$ cat config.mk
export PLATFORM = sky130hd
export DESIGN_NAME = uart_tx_flat
export DESIGN_NICKNAME = d
export VERILOG_FILES = /design/src/rtl/uart_tx_if.sv /design/src/rtl/uart_tx.sv /design/src/flat_wrapper.sv
export SDC_FILE = /design/constraint.sdc
export NUM_CORES = 1
export LEC_CHECK = 0
export BUFFER_PORTS_ARGS = -buffer_cell sky130_fd_sc_hd__buf_2
export CAP_MARGIN = 15
export CORE_MARGIN = 5
export CORE_UTILIZATION = 37
export CTS_CLUSTER_DIAMETER = 150
export CTS_CLUSTER_SIZE = 30
export DETAILED_ROUTE_END_ITERATION = 8
export PLACE_DENSITY = 0.56
export SKIP_CTS_REPAIR_TIMING = 1
export SLEW_MARGIN = 20
export SYNTH_ARGS = -nofsm -noshare
export SYNTH_HDL_FRONTEND = slang
export SYNTH_SLANG_ARGS = --single-unit
$ cat constraint.sdc
create_clock -name clk -period 3.3 [get_ports clk]
set_input_delay 0.165 -clock clk [delete_from_list [all_inputs] [get_ports clk]]
set_output_delay 0.165 -clock clk [all_outputs]
set_load 0.03 [all_outputs]
$ cat src/rtl/uart_tx_if.sv
// rtl/uart_tx_if.sv - request/serial-line bundle between a UART transmitter and its client
interface uart_tx_if #(
  parameter int dataWidth = 8
) ();
  logic                 TXvalid;
  logic [dataWidth-1:0] TXin;
  logic                 TXready;
  logic                 dataOut;
  logic                 TXdone;

  modport master (
    output TXvalid, TXin,
    input  TXready, dataOut, TXdone
  );

  modport slave (
    input  TXvalid, TXin,
    output TXready, dataOut, TXdone
  );
endinterface

$ cat src/rtl/uart_tx.sv
// rtl/uart_tx.sv - UART transmitter: start, LSB-first payload, optional even parity, 1 or 2 stop bits
module uart_tx #(
  parameter int CLK_PER_BIT = 50,
  parameter int dataWidth   = 8,
  parameter int stopBits    = 2,
  parameter int parityBits  = 1
) (
  input  logic     clk,
  input  logic     rst,
  uart_tx_if.slave io_tx
);

  localparam int CW = (CLK_PER_BIT > 1) ? $clog2(CLK_PER_BIT) : 1;
  localparam int IW = (dataWidth > 0) ? $clog2(dataWidth + 1) : 1;

  localparam logic [CW-1:0] CNT_LAST  = CW'(CLK_PER_BIT - 1);
  localparam logic [IW-1:0] DATA_LAST = IW'(dataWidth - 1);
  localparam logic [IW-1:0] STOP_LAST = IW'(stopBits - 1);

  if (stopBits != 1 && stopBits != 2) begin : g_bad_stop_bits
    $error("uart_tx: stopBits must be 1 or 2");
  end
  if (parityBits != 0 && parityBits != 1) begin : g_bad_parity_bits
    $error("uart_tx: parityBits must be 0 or 1");
  end

  typedef enum logic [2:0] {
    S_IDLE   = 3'd0,
    S_START  = 3'd1,
    S_DATA   = 3'd2,
    S_PARITY = 3'd3,
    S_STOP   = 3'd4
  } state_t;

  state_t               r_state;
  logic [CW-1:0]        r_cnt;
  logic [IW-1:0]        r_idx;
  logic [dataWidth-1:0] r_data;
  logic                 r_parity;
  logic                 r_line;
  logic                 r_ready;
  logic                 r_done;
  logic                 w_bit_end;

  assign w_bit_end     = (r_cnt == CNT_LAST);
  assign io_tx.dataOut = r_line;
  assign io_tx.TXready = r_ready;
  assign io_tx.TXdone  = r_done;

  // r_data is a shift register: bit 0 is always the next payload bit to go out
  always_ff @(posedge clk or posedge rst) begin
    if (rst) begin
      r_state  <= S_IDLE;
      r_cnt    <= '0;
      r_idx    <= '0;
      r_data   <= '0;
      r_parity <= 1'b0;
      r_line   <= 1'b1;
      r_ready  <= 1'b0;
      r_done   <= 1'b0;
    end else begin
      r_done <= 1'b0;
      case (r_state)
        S_IDLE: begin
          r_line <= 1'b1;
          r_cnt  <= '0;
          r_idx  <= '0;
          // ready is held low for the first cycle out of reset, so no accept then
          if (r_ready && io_tx.TXvalid) begin
            r_data   <= io_tx.TXin;
            r_parity <= ^io_tx.TXin;
            r_line   <= 1'b0;
            r_ready  <= 1'b0;
            r_state  <= S_START;
          end else begin
            r_ready <= 1'b1;
          end
        end

        S_START: begin
          if (w_bit_end) begin
            r_cnt   <= '0;
            r_idx   <= '0;
            r_line  <= r_data[0];
            r_data  <= r_data >> 1;
            r_state <= S_DATA;
          end else begin
            r_cnt <= r_cnt + 1'b1;
          end
        end

        S_DATA: begin
          if (w_bit_end) begin
            r_cnt <= '0;
            if (r_idx == DATA_LAST) begin
              r_idx <= '0;
              if (parityBits == 1) begin
                r_line  <= r_parity;
                r_state <= S_PARITY;
              end else begin
                r_line  <= 1'b1;
                r_state <= S_STOP;
              end
            end else begin
              r_idx  <= r_idx + 1'b1;
              r_line <= r_data[0];
              r_data <= r_data >> 1;
            end
          end else begin
            r_cnt <= r_cnt + 1'b1;
          end
        end

        S_PARITY: begin
          if (w_bit_end) begin
            r_cnt   <= '0;
            r_idx   <= '0;
            r_line  <= 1'b1;
            r_state <= S_STOP;
          end else begin
            r_cnt <= r_cnt + 1'b1;
          end
        end

        S_STOP: begin
          r_line <= 1'b1;
          if (w_bit_end) begin
            r_cnt <= '0;
            if (r_idx == STOP_LAST) begin
              r_idx   <= '0;
              r_done  <= 1'b1;
              r_ready <= 1'b1;
              r_state <= S_IDLE;
            end else begin
              r_idx <= r_idx + 1'b1;
            end
          end else begin
            r_cnt <= r_cnt + 1'b1;
          end
        end

        default: begin
          r_state <= S_IDLE;
          r_cnt   <= '0;
          r_idx   <= '0;
          r_line  <= 1'b1;
          r_ready <= 1'b0;
        end
      endcase
    end
  end

endmodule

$ cat src/flat_wrapper.sv
// flat-port wrapper written by rule: the top's interface ports become plain ports
module uart_tx_flat 
#(
  parameter int CLK_PER_BIT = 50,
  parameter int dataWidth   = 8,
  parameter int stopBits    = 2,
  parameter int parityBits  = 1
)
  (clk, rst, io_tx_TXvalid, io_tx_TXin, io_tx_TXready, io_tx_dataOut, io_tx_TXdone);
  uart_tx_if #(.dataWidth(dataWidth)) io_tx_i ();
  input  logic clk;
  input  logic rst;
  input wire logic [$bits(io_tx_i.TXvalid)-1:0] io_tx_TXvalid;
  input wire logic [$bits(io_tx_i.TXin)-1:0] io_tx_TXin;
  output wire logic [$bits(io_tx_i.TXready)-1:0] io_tx_TXready;
  output wire logic [$bits(io_tx_i.dataOut)-1:0] io_tx_dataOut;
  output wire logic [$bits(io_tx_i.TXdone)-1:0] io_tx_TXdone;
  assign io_tx_i.TXvalid = io_tx_TXvalid;
  assign io_tx_i.TXin = io_tx_TXin;
  assign io_tx_TXready = io_tx_i.TXready;
  assign io_tx_dataOut = io_tx_i.dataOut;
  assign io_tx_TXdone = io_tx_i.TXdone;
  uart_tx #(.CLK_PER_BIT(CLK_PER_BIT), .dataWidth(dataWidth), .stopBits(stopBits), .parityBits(parityBits)) u_core (.clk(clk), .rst(rst), .io_tx(io_tx_i));
endmodule
# Word level (Yosys, flattened, before mapping)
# Cells that the tools add are included.
# Widths: inputs -> output; s select.
dict set report word_totals {
  reg_bits 25
  inputBits 11
  output_inout_bits 3
  wordCells 73
}
dict set report op_classes {
  add_sub_neg 2
  n_eq_ne 16
  mux 33
  bitwise_logic 1
  reduce_logical 13
}
# op count
set op_table {}
lappend op_table {{$mux 8} 4}
lappend op_table {{$pmux 8 s3} 1}
lappend op_table {{$mux 3} 7}
lappend op_table {{$mux 4} 5}
lappend op_table {{$ne 2x1->1 const B} 8}
lappend op_table {{$pmux 3 s5} 1}
lappend op_table {{$mux 6} 2}
lappend op_table {{$pmux 4 s3} 1}
lappend op_table {{$mux 1} 10}
lappend op_table {{$reduce_and 3->1} 3}
lappend op_table {{$reduce_xor 8->1} 1}
lappend op_table {{$reduce_and 7->1} 1}
lappend op_table {{$add 6x1->6 const B} 1}
lappend op_table {{$eq 3x2->1 const B} 2}
lappend op_table {{$eq 6x6->1 const B} 1}
lappend op_table {{$reduce_and 5->1} 1}
lappend op_table {{$add 4x1->4 const B} 1}
lappend op_table {{$eq 4x1->1 const B} 1}
lappend op_table {{$eq 4x3->1 const B} 1}
lappend op_table {{$pmux 1 s4} 1}
lappend op_table {{$reduce_or 4->1} 1}
lappend op_table {{$eq 3x1->1 const B} 1}
lappend op_table {{$eq 3x3->1 const B} 1}
lappend op_table {{$logic_not 3->1} 1}
lappend op_table {{8 further kinds} 8}

# Logic depth before layout (Yosys ltp)
# Gate-level depths: netlist of run 1.
dict set report depth {
  ltp_word 4
  depth_mapped 6
  ltp_nobuf 6
}

# Worst setup path before layout of run 1
# OpenSTA, ideal clock, no wires.
dict set report synth_path {
  path_type {reg-to-reg}
  from {register u_core.r_cnt[1]}
  to {register u_core.r_data[0]}
  setup_time_ps 125
  arrival_time_ps 1669
  t_required_ps 3175
  slack_ps 1506
  stages_incl_launch_ff 7
  n_path_buf 0
  synth_period_minus_slack_ps 1794
  cell_sequence {dfrtp_1 inv_1 ha_1 nand4b_4 or3_4 o21ai_4 mux2_2}
}
dict set report synth_via {
  elab_chain_cells 3
  word_cells_on_any_way 4
  cone_classes {eq/ne: 3; reduce/logical: 1}
}
# item line_no
set synth_rtl {}
lappend synth_rtl {{start: declaration} uart_tx.sv:36} ;# logic [CW-1:0] r_cnt;
lappend synth_rtl {{start signal: assignment} uart_tx.sv:88} ;# r_cnt <= r_cnt + 1'b1;
lappend synth_rtl {{start signal: assignment} uart_tx.sv:110} ;# r_cnt <= r_cnt + 1'b1;
lappend synth_rtl {{start signal: assignment} uart_tx.sv:121} ;# r_cnt <= r_cnt + 1'b1;
lappend synth_rtl {{$eq 6x6->1 (*)} uart_tx.sv:45} ;# assign w_bit_end = (r_cnt == CNT_LAST);
lappend synth_rtl {{$ne 2x1->1 (no source line)} n/a}
lappend synth_rtl {{$reduce_and 5->1 (no source line) (*)} n/a}
lappend synth_rtl {{end signal: assignment} uart_tx.sv:70} ;# r_data <= io_tx.TXin;
lappend synth_rtl {{end signal: assignment} uart_tx.sv:85} ;# r_data <= r_data >> 1;
lappend synth_rtl {{end signal: assignment} uart_tx.sv:107} ;# r_data <= r_data >> 1;
lappend synth_rtl {{end: declaration} uart_tx.sv:38} ;# logic [dataWidth-1:0] r_data;
# Mark *: on every way between the ends. The rest lies on a longest branch, timed or not.
# A chain may end at the register's enable or synchronous reset.

# Final worst setup path of run 1
dict set report layout_path {
  from {register u_core.r_cnt[1]}
  to {register u_core.r_data[3]}
}
# Same word-level chain as after synthesis.

==> reports/metrics.csv, run 1 <==
stage,metric,value,unit
outcome,status,"finished, final reports clean",
routing,total wire length,2.49,mm
sta,Worst Tran Pin Value,945,ps
global_routing,Overall Global Routing Usage,10.3,%
min_path,HP Class,input pin to async pin,
routing,vias,990,
global_routing,initial antenna violation count,0,
critical_path,Register-to-Register Setup Slack,1360,ps
sta,unrepaired setup endpoints after global routing,no,
routing,DRT iter0 DRCs,57,
sta,TNS Setup,0,ps
global_routing,largest net degree at the start of global routing,26,
synth,Yosys warning count,0,
layout,Fill cells,387,
critical_path,FF-to-FF path depth,6,
placement,detailed placement HPWL,1.92,mm
synth,Avg Inst Size Synth,10.8,um2
layout,nets,163,
synth,Post-Syn Nets,149,
sta,final setup violation count,0,
critical_path,worst setup path category,flip-flop to flip-flop,
synth,largest area contributor in the synthesized netlist,dfrtp_1,
synth,Post-synth EDFFs,0,
synth,Syn Inst Count,134,
synth,mux cell area share after synthesis,11.6,%
synth,"Distinct cells, synth",42,
routing,drt pass-1 iters,4,
floorplan,initial core utilization,38.8,%
synth,main combinational cell family by area after synthesis,simple AND/OR/NAND/NOR gates,
power,Gate power share,7.3,%
power,sw power,116,uW
critical_path,crit-path max FO,8,
power,Switching Fraction,21.7,%
synth,sequential share of the synthesized area,43.1,%
critical_path,CP Capture Type,flip-flop,
global_routing,first-pass GRT wire length,4.35,mm
clock_network,CTS max path bufs,2,
power,P per Cell Area,334,nW/um2
power,Overall Power,532,uW
sta,Final Hold Fails,0,
clock_network,H-Tree Depth,1,
clock_network,Num CTS Buffers,3,
synth,XOR/XNOR share of the synthesized area,7.23,%
floorplan,IO Pins,14,
power,Clock power frac,33.8,%
layout,synth-to-layout area growth,9.55,%
power,Peak VDD IR,0.203,mV
critical_path,WP data arrival,2090,ps
clock_network,CTS tree,done,
clock_network,worst skew pair latency,270,ps
synth,"FF+latch count, synth",25,
floorplan,die area,5280,um2
clock_network,clock sink count,25,
clock_network,"Clk pin slew, worst setup/hold paths",90,ps
placement,GPL Wtd Cong,0.825,
sta,fmax,516,MHz
critical_path,slowest CP cell,dfrtp_1,
power,Internal,417,uW
power,Pleak,0.000654,uW
sta,post-layout min period,1940,ps
clock_network,CTS root buffer,clkbuf_8,
layout,layout cell share with drive strength beyond 1,25.2,%
global_routing,global route overflow,0,
critical_path,CP peak stage delay,410,ps
floorplan,row count,22,
routing,Avg WL per Cell,12.8,um
synth,Compound-Gate Fraction of Synth Area,14.1,%
sta,"Slew Viols, Final",0,
floorplan,Die X,72.7,um
layout,diode count,0,
run,number of max-cap violations,0,
routing,ANT nets after route,0,
sta,Rel. slew slack,37.0,%
global_routing,vias in the first global route,955,
power,Seq pwr share,58.9,%
synth,share of synthesized registers carrying an async set or reset,100,%
floorplan,Die Y,72.7,um
placement,placed inst area,1550,um2
sta,Worst Skew,6.91,ps
synth,Simple-Gate Fraction of Synth Area,15.9,%
floorplan,core box area,3740,um2
synth,share of the synthesized area in the top cell type,41.3,%
synth,synthesized area,1450,um2
placement,I/O Buffers,13,
routing,Post-route DRC,0,
layout,final instance area,1590,um2
critical_path,CP Launch Type,flip-flop,
critical_path,R2R Path End,u_core.r_data[3]$_DFFE_PP0P_,
critical_path,Reg2Reg Launch Point,u_core.r_cnt[1]$_DFF_PP0_,
synth,Synth Area in Adders,3.44,%
critical_path,Worst EP required,3450,ps
sta,fin crit share,58.8,%
synth,dominant cells by area after synthesis,"dfrtp_1, mux2_2, xnor2_1, ha_1, nor2_1",
routing,vias per cell,5.08,
critical_path,crit-path cells,inv_1 > ha_1 > nand4b_4 > or3_4 > o21ai_4 > mux2_2,
synth,main flop type after synthesis,dfrtp_1,
[Yosys cell counts, drive strengths merged, types with 2 or more instances]
cell type / n
dfrtp: 24
mux2: 15
nor2: 12
xnor2: 11
inv: 9
nand2: 7
nand3: 5
o21ai: 5
buf: 4
ha: 4
nor2b: 4
a2111oi: 2
a21o: 2
nand2b: 2
nand3b: 2
or3: 2
or3b: 2
[power by group through the flow]
stage               clock, uW  combinational (uW)  sequential, uW
floorplan                   0                27.9             319
global placement            0                39.3             320
detailed placement          0                39.6             320
CTS                       188                39.7             314
global route              202                43.3             314
finish                    180                38.6             314
[how the worst max path moves through the flow]
stage                                   end  cells past startpoint                     startpoint  slack (ps)
3_5_place_dp   u_core.r_data[3]$_DFFE_PP0P_                      6      u_core.r_cnt[1]$_DFF_PP0_        1360
6_report       u_core.r_data[3]$_DFFE_PP0P_                      6      u_core.r_cnt[1]$_DFF_PP0_        1360
2_1_floorplan  u_core.r_data[0]$_DFFE_PP0P_                      6      u_core.r_cnt[1]$_DFF_PP0_        1510
4_1_cts        u_core.r_data[3]$_DFFE_PP0P_                      6      u_core.r_cnt[1]$_DFF_PP0_        1340
5_1_grt        u_core.r_data[5]$_DFFE_PP0P_                      4  u_core.r_state[1]$_DFFE_PP0P_        1240
3_3_place_gp   u_core.r_data[6]$_DFFE_PP0P_                      6      u_core.r_cnt[1]$_DFF_PP0_        1390
[flip-flops by register name (all words and copies together) (netlist names)]
register              cells
u_core.r_state            3
u_core.io_tx.dataOut      1
u_core.r_parity           1
u_core.r_idx              4
u_core.r_cnt              6
u_core.r_data             8
u_core.io_tx.TXready      1
u_core.io_tx.TXdone       1
[cell type report]
cell class                 instances  area [um2]  area share (%)
inverter                           9        33.8            2.12
sequential                        25         627            39.4
multi-input combinational         96         761            47.8
timing repair buffer              13        65.1            4.08
clock inverter                     1        5.00           0.314
tap                               48        60.1            3.77
clock buffer                       3        41.3            2.59
[worst max-delay path, delay by kind of cell, from the launching register on]
kind                     cells  cell delay [ps]
AO/OA/AOI/OAI                1              290
multiplexers                 1              370
flip-flops                   1              410
buffers and inverters        1               60
adder cells (fa/ha/maj)      1              200
AND/OR/NAND/NOR              2              490
[cell families after synthesis]
family | after synthesis
flops | 25
buf+inv | 13
compound gates | 25
fa+ha+maj | 4
xor+xnor | 12
mux | 15
simple gates | 40
[layer usage]
metal | vias to the layer above | track usage (%) | part of all wire [%]
met3 | 4 | 2.07 | 2.4
met2 | 11 | 15.1 | 45
met5 | - | 0 | 0
li1 | 498 | - | -
met1 | 477 | 15.0 | 52
met4 | 0 | 3.69 | 1.3
[placed cells by master, fill, tap and decap left out, drive strengths merged, types with 2 or more instances in the layout]
cell / count
xnor2: 11
buf: 13
ha: 4
nand3b: 2
dfrtp: 24
nand2: 7
nor2b: 4
a21o: 2
or3: 2
nor2: 12
or3b: 2
a2111oi: 2
nand3: 5
inv: 9
mux2: 15
o21ai: 5
nand2b: 2
clkbuf: 3
[metrics by stage]
step	instances	utilization [%]	setup slack (ps)	hold slack [ps]
global route	195	42.5	1240	177
finish	195	42.5	1360	91.8
floorplan	134	-	1510	192
detailed placement	191	41.3	1360	420
CTS	195	42.5	1340	123
global placement	191	41.3	1390	425
(Power assumes the default switching activity.)
==> run 2, diff against run 1 <==
--- a/config.mk
+++ b/config.mk
@@ -12,7 +12,7 @@
 export CTS_CLUSTER_DIAMETER = 150
 export CTS_CLUSTER_SIZE = 30
 export DETAILED_ROUTE_END_ITERATION = 8
-export PLACE_DENSITY = 0.56
+export PLACE_DENSITY = 0.58
 export SKIP_CTS_REPAIR_TIMING = 1
 export SLEW_MARGIN = 20
 export SYNTH_ARGS = -nofsm -noshare
==> constraint.sdc (replaced) <==
create_clock -name clk -period 1.6 [get_ports clk]
set_input_delay 0.08 -clock clk [delete_from_list [all_inputs] [get_ports clk]]
set_output_delay 0.08 -clock clk [all_outputs]
set_load 0.03 [all_outputs]
==> run 2 against run 1 <==
  * The flow now finishes with violations (negative setup slack)
  * Global-route usage grew 2.0 points
  * Hold slack gained 110 ps
  * Final cell count grew 16%
  * Sequential power grew 110%
  * Clock power grew 110%
  * Via count grew 11%
  * Final area grew 19%
==> reports/metrics.csv, run 2 (same netlist as run 1, synthesis figures left out) <==
stage,metric,value,unit,change
sta,fmax,553,MHz,+7.3%
power,Peak VDD IR,0.661,mV,+230%
run,number of max-cap violations,0,,unchanged
layout,final instance area,1890,um2,+19%
critical_path,worst setup path category,flip-flop to flip-flop,,
min_path,WHS Endpoint,u_core.r_data[0]$_DFFE_PP0P_,,
min_path,HP Class,input pin to flip-flop,,
min_path,worst hold stages,3,,
clock_network,CTS root buffer,clkbuf_8,,
critical_path,R2R Path End,u_core.r_data[6]$_DFFE_PP0P_,,
layout,"most common cell after layout, fill and taps aside",buf_4,,
sta,Worst Tran Pin Value,390,ps,-555 ps
sta,unrepaired setup endpoints after global routing,yes,,
floorplan,Die X,72.7,um,unchanged
critical_path,Setup crit start,u_core.r_cnt[1]$_DFF_PP0_,,
clock_network,H-Tree Depth,1,,unchanged
sta,worst setup margin,-207,ps,-1570 ps
sta,fin crit share,113,%,+54 points
power,Pleak,0.000834,uW,+28%
clock_network,CTS max path bufs,2,,unchanged
sta,Final Hold Fails,0,,unchanged
floorplan,IO Pins,14,,unchanged
global_routing,initial antenna violation count,0,,unchanged
global_routing,largest net degree at the start of global routing,26,,unchanged
global_routing,global route overflow,0,,unchanged
sta,final setup violation count,12,,+12
clock_network,worst skew pair latency,270,ps,about the same
sta,post-layout min period,1810,ps,-132 ps
placement,I/O Buffers,13,,unchanged
clock_network,CTS tree,done,,
critical_path,crit-path max FO,8,,unchanged
routing,vias per cell,4.88,,-4.0%
outcome,failing checks,negative setup slack,,
layout,diode count,0,,unchanged
placement,pre-CTS WS,-238,ps,-1600 ps
sta,"Slew Viols, Final",0,,unchanged
clock_network,Num CTS Buffers,3,,unchanged
floorplan,die area,5280,um2,unchanged
routing,total wire length,3.02,mm,+21%
critical_path,Worst EP required,1750,ps,-1700 ps
placement,GPL Wtd Cong,0.828,,+0.36%
clock_network,"Clk pin slew, worst setup/hold paths",90,ps,about the same
layout,layout cell share with drive strength beyond 1,42.1,%,+17 points
min_path,worst hold path startpoint,io_tx_TXin[0],,
layout,final core utilization,50.5,%,+8.0 points
layout,"commonest non-fill, non-tap cells in the layout","buf_4, dfrtp_1, buf_2",,
routing,vias,1102,,+11%
global_routing,Overall Global Routing Usage,12.3,%,+2.0 points
critical_path,Register-to-Register Setup Slack,-210,ps,-1570 ps
floorplan,initial core utilization,38.8,%,unchanged
layout,max reg flops,8,,unchanged
placement,detailed placement HPWL,2.35,mm,+22%
floorplan,core box area,3740,um2,unchanged
power,Overall Power,1110,uW,+110%
routing,drt pass-1 iters,4,,unchanged
critical_path,FF-to-FF path depth,7,,+1
layout,synth-to-layout area growth,30.1,%,
layout,fin cells,226,,+16%
critical_path,CP Launch Type,flip-flop,,
critical_path,WP data arrival,1960,ps,-130 ps
routing,ANT nets after route,0,,unchanged
layout,biggest regs,"u_core.r_data: 8 flops, u_core.r_cnt: 6 flops, u_core.r_idx: 4 flops",,
routing,DRT iter0 DRCs,65,,+14%
routing,Avg WL per Cell,13.4,um,+4.6%
clock_network,clock sink count,25,,unchanged
floorplan,Die Y,72.7,um,unchanged
critical_path,Reg2Reg Launch Point,u_core.r_cnt[1]$_DFF_PP0_,,
placement,placed inst area,1750,um2,+13%
placement,Placed Cells,218,,+14%
global_routing,first-pass GRT wire length,5.20,mm,+20%
outcome,status,"finished, violations left",,
layout,nets,194,,+19%
routing,Post-route DRC,0,,unchanged
floorplan,row count,22,,unchanged
sta,Rel. slew slack,73.3,%,+36 points
global_routing,vias in the first global route,1109,,+16%
power,P per Cell Area,584,nW/um2,+75%
layout,most flop-heavy register,u_core.r_data,,
sta,Worst Skew,9.16,ps,+2.25 ps
critical_path,CP Capture Type,flip-flop,,
## run 2: changes by cell type in the layout (fill, tap and decap cells not counted), sizes merged
cell / previous run / this run
buf: 13 / 43
dlygate4sd3: 0 / 1
## run 2: report_power, final
group | leakage (uW) | switching (uW) | total, uW | internal (uW)
clock network | 0.0000255 | 195 | 369 | 174
registers | 0.000309 | 5.88 | 648 | 642
logic | 0.000500 | 39.0 | 88.5 | 49.5
## run 2: cell type report
class,count,area [um2]
Sequential cell,25,627
Inverter,9,33.8
Clock inverter,1,5.00
Timing Repair Buffer,44,317
Multi-Input combinational cell,96,808
Clock buffer,3,41.3
Fill cell,361,1850
Tap cell,48,60.1
## run 2: critical path: stages (launching register included)
cell      delay [ps]
dfrtp_1          410
inv_2             70
ha_4             130
nand4b_4          90
or3_4            340
o21ai_4          170
buf_12           140
mux2_2           320
## run 2: metal layers
layer / GRT usage (%) / share of wire, % / up-vias
met5: 0 / 0 / -
met1: 17.6 / 49 / 523
met2: 19.1 / 47 / 16
met3: 3.03 / 3.1 / 2
li1: - / - / 561
met4: 1.84 / 0.46 / 0
## run 2: worst max path at each step
stage	end	slack (ps)
final	u_core.r_data[6]$_DFFE_PP0P_	-210
after global routing	u_core.r_data[4]$_DFFE_PP0P_	-260
after CTS	u_core.r_data[3]$_DFFE_PP0P_	-270
after detailed placement	u_core.r_data[3]$_DFFE_PP0P_	-240
after global placement	u_core.r_data[7]$_DFFE_PP0P_	-200
after floorplan	u_core.r_data[0]$_DFFE_PP0P_	-160
## run 2: stage by stage
stage               hold slack [ps]  TNS, ps
CTS                            -153    -2470
detailed placement              150    -2110
global placement                146    -1810
global route                    200    -3140
floorplan                       107    -1330
finish                          199    -1840
